==> src/rtl/id_ex_stage.sv <==
`default_nettype none
// ============================================================================
//  Module   : id_ex_stage
//  Purpose  : Decode-to-execute pipeline register feeding the ALU. Captures
//             decoded operands and control with a valid/ready handshake,
//             supports stall and flush, and (optionally) resolves RAW hazards
//             by forwarding from the EX/MEM and MEM/WB stages.
//  Revision : 1.0 - initial release
// ----------------------------------------------------------------------------
//  Build option:
//    ID_EX_FORWARD_EN  defined   -> forwarding mux plus operand refresh while
//                                   the stage is stalled.
//                      undefined -> operands come straight from the held
//                                   registers; forwarding ports are ignored.
// ----------------------------------------------------------------------------
//  Ports:
//    clk, rst_n                      clock, asynchronous active-low reset
//    in_valid / in_ready             upstream handshake (decode)
//    rs1_addr, rs2_addr, rd_addr     register indices
//    rs1_data, rs2_data, imm         operand sources
//    use_imm                         b selects imm instead of rs2
//    alu_ctrl_in, reg_write_in       control passed downstream
//    flush                           kill held and incoming instruction
//    exmem_*/memwb_*                 forwarding sources (we, rd, result)
//    out_valid / out_ready           downstream handshake (execute)
//    a, b, alu_ctrl                  ALU operands and operation
//    rd_out, reg_write_out           destination and gated write enable
// ============================================================================
module id_ex_stage #(
   parameter int XLEN = 32,
   parameter int RA_W = 5
) (
   input  logic            clk,
   input  logic            rst_n,
   input  logic            in_valid,
   output logic            in_ready,
   input  logic [RA_W-1:0] rs1_addr,
   input  logic [RA_W-1:0] rs2_addr,
   input  logic [RA_W-1:0] rd_addr,
   input  logic [XLEN-1:0] rs1_data,
   input  logic [XLEN-1:0] rs2_data,
   input  logic [XLEN-1:0] imm,
   input  logic            use_imm,
   input  logic [3:0]      alu_ctrl_in,
   input  logic            reg_write_in,
   input  logic            flush,
   input  logic            exmem_we,
   input  logic            memwb_we,
   input  logic [RA_W-1:0] exmem_rd,
   input  logic [RA_W-1:0] memwb_rd,
   input  logic [XLEN-1:0] exmem_result,
   input  logic [XLEN-1:0] memwb_result,
   output logic            out_valid,
   input  logic            out_ready,
   output logic [XLEN-1:0] a,
   output logic [XLEN-1:0] b,
   output logic [3:0]      alu_ctrl,
   output logic [RA_W-1:0] rd_out,
   output logic            reg_write_out
);

   // Held instruction state
   logic            valid_q,     valid_d;
   logic [RA_W-1:0] rs1_addr_q,  rs1_addr_d;
   logic [RA_W-1:0] rs2_addr_q,  rs2_addr_d;
   logic [RA_W-1:0] rd_q,        rd_d;
   logic [XLEN-1:0] rs1_data_q,  rs1_data_d;
   logic [XLEN-1:0] rs2_data_q,  rs2_data_d;
   logic [XLEN-1:0] imm_q,       imm_d;
   logic            use_imm_q,   use_imm_d;
   logic [3:0]      alu_ctrl_q,  alu_ctrl_d;
   logic            reg_write_q, reg_write_d;

   // Operand values after the forwarding mux
   logic [XLEN-1:0] fwd_rs1;
   logic [XLEN-1:0] fwd_rs2;

   logic capture;
   logic holding;

`ifdef ID_EX_FORWARD_EN
   // EX/MEM is the younger producer, so it wins over MEM/WB. x0 is hardwired
   // to zero and must never pick up a forwarded value.
   always_comb begin
      fwd_rs1 = rs1_data_q;
      fwd_rs2 = rs2_data_q;
      if (exmem_we && (exmem_rd != '0) && (exmem_rd == rs1_addr_q))
         fwd_rs1 = exmem_result;
      else if (memwb_we && (memwb_rd != '0) && (memwb_rd == rs1_addr_q))
         fwd_rs1 = memwb_result;
      if (exmem_we && (exmem_rd != '0) && (exmem_rd == rs2_addr_q))
         fwd_rs2 = exmem_result;
      else if (memwb_we && (memwb_rd != '0) && (memwb_rd == rs2_addr_q))
         fwd_rs2 = memwb_result;
   end
`else
   assign fwd_rs1 = rs1_data_q;
   assign fwd_rs2 = rs2_data_q;

   // Forwarding ports and held addresses have no function in this build.
   logic unused_fwd;
   assign unused_fwd = ^{exmem_we, memwb_we, exmem_rd, memwb_rd,
                         exmem_result, memwb_result, rs1_addr_q, rs2_addr_q};
`endif

   assign in_ready = !valid_q || out_ready;
   assign capture  = in_valid && in_ready && !flush;
   assign holding  = valid_q && !out_ready;

   always_comb begin
      valid_d     = valid_q;
      rs1_addr_d  = rs1_addr_q;
      rs2_addr_d  = rs2_addr_q;
      rd_d        = rd_q;
      rs1_data_d  = rs1_data_q;
      rs2_data_d  = rs2_data_q;
      imm_d       = imm_q;
      use_imm_d   = use_imm_q;
      alu_ctrl_d  = alu_ctrl_q;
      reg_write_d = reg_write_q;

      if (flush) begin
         // Data registers keep stale contents; only the valid and write
         // enable need clearing to make the instruction harmless.
         valid_d     = 1'b0;
         reg_write_d = 1'b0;
      end else if (capture) begin
         valid_d     = 1'b1;
         rs1_addr_d  = rs1_addr;
         rs2_addr_d  = rs2_addr;
         rd_d        = rd_addr;
         rs1_data_d  = rs1_data;
         rs2_data_d  = rs2_data;
         imm_d       = imm;
         use_imm_d   = use_imm;
         alu_ctrl_d  = alu_ctrl_in;
         reg_write_d = reg_write_in;
      end else if (holding) begin
`ifdef ID_EX_FORWARD_EN
         // Producers may retire out of the forwarding window while we are
         // stalled; latch their results now so they are not lost.
         rs1_data_d = fwd_rs1;
         rs2_data_d = fwd_rs2;
`endif
      end else if (valid_q) begin
         // Consumed with nothing new arriving.
         valid_d = 1'b0;
      end
   end

   always_ff @(posedge clk or negedge rst_n) begin
      if (!rst_n) begin
         valid_q     <= 1'b0;
         rs1_addr_q  <= '0;
         rs2_addr_q  <= '0;
         rd_q        <= '0;
         rs1_data_q  <= '0;
         rs2_data_q  <= '0;
         imm_q       <= '0;
         use_imm_q   <= 1'b0;
         alu_ctrl_q  <= 4'b0000;
         reg_write_q <= 1'b0;
      end else begin
         valid_q     <= valid_d;
         rs1_addr_q  <= rs1_addr_d;
         rs2_addr_q  <= rs2_addr_d;
         rd_q        <= rd_d;
         rs1_data_q  <= rs1_data_d;
         rs2_data_q  <= rs2_data_d;
         imm_q       <= imm_d;
         use_imm_q   <= use_imm_d;
         alu_ctrl_q  <= alu_ctrl_d;
         reg_write_q <= reg_write_d;
      end
   end

   assign out_valid     = valid_q;
   assign a             = fwd_rs1;
   assign b             = use_imm_q ? imm_q : fwd_rs2;
   assign alu_ctrl      = alu_ctrl_q;
   assign rd_out        = rd_q;
   assign reg_write_out = valid_q && reg_write_q;

endmodule
`default_nettype wire
==> config.mk <==
export PLATFORM = sky130hd
export DESIGN_NAME = id_ex_stage
export DESIGN_NICKNAME = d
export VERILOG_FILES = /design/src/rtl/id_ex_stage.sv
export SDC_FILE = /design/constraint.sdc
export NUM_CORES = 1
export LEC_CHECK = 0
export ABC_CLOCK_PERIOD_IN_PS = 2500
export CAP_MARGIN = 20
export CELL_PAD_IN_SITES_DETAIL_PLACEMENT = 0
export CELL_PAD_IN_SITES_GLOBAL_PLACEMENT = 2
export CORE_MARGIN = 4
export CORE_UTILIZATION = 25
export DETAILED_ROUTE_END_ITERATION = 16
export PLACE_DENSITY_LB_ADDON = 0.1
export SKIP_CTS_REPAIR_TIMING = 1
export SYNTH_ARGS = -nofsm -noshare
export SYNTH_HDL_FRONTEND = slang
export SYNTH_SLANG_ARGS = --single-unit
==> constraint.sdc <==
create_clock -name clk -period 2.5 [get_ports clk]
set_clock_uncertainty 0.2 [all_clocks]
set_input_delay 0.5 -clock clk [delete_from_list [all_inputs] [get_ports clk]]
set_output_delay 0.5 -clock clk [all_outputs]
set_load 0.01 [all_outputs]
==> out/summary.log <==
INFO  logic_synthesis synth_fp_nets=468
INFO  worst_setup_path crit_chain=buf_8 > mux2_2 > clkdlybuf4s50_1
INFO  sta            max_clock_freq=0.398GHz
INFO  sta            setup_slack=-0.0112ns
INFO  global_route   wire_length_of_the_first_global_routing_pass=17800um
INFO  logic_synthesis post_syn_area=0.00442mm^2
INFO  floorplan      chipWidth=141um
INFO  place          post-place-cells=679
INFO  power_and_ir_drop cellLeakagePower=0.00310uW
INFO  worst_setup_path r2r_start=out_valid
INFO  global_route   groute.usage.overall=0.116
INFO  worst_setup_path r2r.worst_path.cells=5
INFO  sta            slew_headroom=0.737
INFO  sta            unrepaired_setup_endpoints_after_global_routing=true
INFO  run            maxcap_viol_count=0
INFO  floorplan      core-area=0.0173mm^2
INFO  worst_setup_path regToRegSetupSlack=0.70ns
INFO  final_layout   area_delta_synth_final=59.8%
INFO  worst_setup_path cpPeakStageDelay=0.49ns
INFO  drt            postRouteAntennaNets=0
INFO  worst_setup_path cpMaxStageDelayCell=sky130_fd_sc_hd__clkdlybuf4s50_1
INFO  sta            finalMaxSlewViolations=0
INFO  worst_setup_path worst_setup_path_endpoint=b[2]
INFO  drt            drt-wirelength-per-cell=16.3um
INFO  clocking       cts-root-buf=sky130_fd_sc_hd__clkbuf_16
INFO  status         failed_checks=negative setup slack
INFO  sta            fin_crit_sh=1.00
INFO  logic_synthesis synth_largest_type_area_fraction=0.612
INFO  drt            routed-via-count=2879
INFO  worst_setup_path worstSetupStartpoint=use_imm_q
INFO  place          dpl_worst_slack=0.102ns
INFO  final_layout   post_route_cells_drive_above_1_share=0.277
INFO  logic_synthesis synth_area_leaders=sky130_fd_sc_hd__dfrtp_1 (61%), sky130_fd_sc_hd__mux2_2 (25%), sky130_fd_sc_hd__mux2_1 (10%)
INFO  logic_synthesis async_flop_share=1.00
INFO  logic_synthesis yosysSeqAreaShare=0.612
INFO  floorplan      design.portCount=274
INFO  sta            final_hold_viol_count=0
INFO  drt            post_drt_via_cell_ratio=4.12
INFO  sta            totalNegativeSetupSlack=-0.0112ns
INFO  floorplan      dieHeight=141um
INFO  clocking       worstSkewPairLatency=0.35ns
INFO  floorplan      floorplan.initialDensity=0.255
INFO  logic_synthesis synth_cells=270
INFO  final_layout   post_layout_nonfiller_instances=698
INFO  power_and_ir_drop vdd_ir_drop_max=314uV
INFO  worst_setup_path cp_top_family=buffers and inverters
INFO  status         status=finished, violations left
INFO  drt            drt_first_iter_violations=102
INFO  final_layout   n_antenna_cell=0
INFO  worst_setup_path rr_endpoint=use_imm_q
INFO  logic_synthesis post_synth_num_cell_types=15
INFO  final_layout   design.final.nets=666
INFO  worst_setup_path worst-path-max-fanout=10
INFO  clocking       cts.reportedPaths.clkPinSlew=0.07ns
INFO  logic_synthesis synth_most_common_cell=sky130_fd_sc_hd__dfrtp_1
INFO  sta            worst_tran_pin_value=0.394ns
INFO  worst_setup_path path_depth=3
INFO  drt            detail_route.first_pass.iterations=4
INFO  place          dpl.hpwl=8260um
INFO  worst_setup_path crit_type=flop to output port
INFO  global_route   overflow=0
INFO  clocking       cts_sinks=108
INFO  global_route   grt_pass1_vias=3301
INFO  logic_synthesis syn_avg_cell_area=16.4um^2
INFO  clocking       cts_made_buffers=9
INFO  drt            wirelength=11400um
INFO  worst_setup_path worstSetupEndpointType=output port
INFO  global_route   antenna_found_initial=0
INFO  logic_synthesis dominantRegCellSynth=sky130_fd_sc_hd__dfrtp_1
INFO  worst_setup_path worst_path_buffer_plus_inverter_count=2
INFO  sta            final.min_clock_period=2.51ns
INFO  global_route   grt_max_degree=57
INFO  worst_setup_path timing.critical_path.required=1.80ns
INFO  place          portBuffers=187
INFO  clocking       htree_levels=3
INFO  logic_synthesis number_of_enable_type_register_cells_in_the_synthesized_netlist=0
INFO  logic_synthesis ys_seq_elements=108
INFO  power_and_ir_drop cellPowerDensity=699mW/mm^2
INFO  clocking       cts_tree=done
INFO  floorplan      die-area=0.0199mm^2
INFO  logic_synthesis synth_top_cell_by_area=sky130_fd_sc_hd__dfrtp_1
INFO  drt            route.detailed.drc=0
INFO  floorplan      total_number_of_placement_rows=48
INFO  sta            final-setup-viol-count=1
INFO  place          gp_congestion=0.712
INFO  worst_setup_path worst-endpoint-arrival=1.81ns
INFO  clocking       cts_max_path_buffers=2
INFO  worst_setup_path worst_setup_path_start_kind=flop
INFO  hold_path      min_path_type=flop to flop
INFO  logic_synthesis synth_common_cells=sky130_fd_sc_hd__dfrtp_1 (108), sky130_fd_sc_hd__mux2_2 (98), sky130_fd_sc_hd__mux2_1 (40)
INFO  logic_synthesis yosysWarningCount=0
-- flip-flops by register name, indices dropped and copies added, names as in the netlist --
signal and cells:
alu_ctrl 4, rd_out 5, a 32, use_imm_q 1, reg_write_q 1, imm_q 32
out_valid 1, fwd_rs2 32
-- cell type report --
cell class                      instances  area [um^2]
Fill cell                            1598        10200
Sequential cell                       108         2700
Timing Repair Buffer                  202         2190
Multi-Input combinational cell        145         1610
Tap cell                              225          282
Clock buffer                           12          246
Clock inverter                          4         25.0
Inverter                                2         7.51
-- where the power goes --
| group | total, uW | internal, uW | leakage, uW | switching (uW) |
|---|---|---|---|---|
| combinational | 1410 | 922 | 0.00170 | 490 |
| clock | 1340 | 701 | 0.000129 | 640 |
| sequential | 2180 | 2040 | 0.00127 | 136 |
| total | 4930 | 3660 | 0.00310 | 1270 |
-- cells by family (layout without fill, tap and decap cells) --
kind of cell,after synthesis,in the layout,synth area share
flops,108,108,0.612
buf+inv,17,220,0.0246
compound gates,3,3,0.00340
simple gates,4,4,0.00822
mux,138,138,0.352
-- placed cells by master, fill, tap and decap left out, types with 5 or more instances in the layout --
cell type,netlist,final
sky130_fd_sc_hd__mux2_2,98,98
sky130_fd_sc_hd__mux2_1,40,40
sky130_fd_sc_hd__buf_12,0,8
sky130_fd_sc_hd__dfrtp_1,108,107
sky130_fd_sc_hd__buf_4,1,5
sky130_fd_sc_hd__clkdlybuf4s50_1,0,155
sky130_fd_sc_hd__clkbuf_16,0,10
sky130_fd_sc_hd__dlymetal6s2s_1,0,31
-- how the worst min path moves through the flow --
stage	startpoint	to	slack (ns)	cells after the start
after floorplan	rst_n	a[0]	0.004	0
after global placement	rst_n	rd_out[2]	0.26	1
after detailed placement	rst_n	rd_out[2]	0.26	1
after CTS	rst_n	rd_out[2]	-0.13	1
after global routing	a[7]	a[7]	0.30	1
final	fwd_rs2[15]	fwd_rs2[15]	0.29	1
-- metrics by stage --
stage / hold WS [ns] / instance area (um^2) / total power, uW / utilization
finish: 0.285 / 7060 / 4930 / 0.408
global route: 0.303 / 7060 / 5230 / 0.408
CTS: -0.128 / 6930 / 5060 / 0.401
detailed placement: 0.261 / 6660 / 3670 / 0.385
global placement: 0.263 / 6660 / 3640 / 0.385
floorplan: 0.00441 / 4420 / 2800 / -
-- layer usage --
layer,part of all wire,vias up,global-route usage
li1,-,1353,-
met1,0.42,1404,0.140
met3,0.078,15,0.0400
met5,0,-,0
met2,0.48,107,0.188
met4,0.021,0,0.0530
No activity file was read; power rests on OpenSTA's default activity.
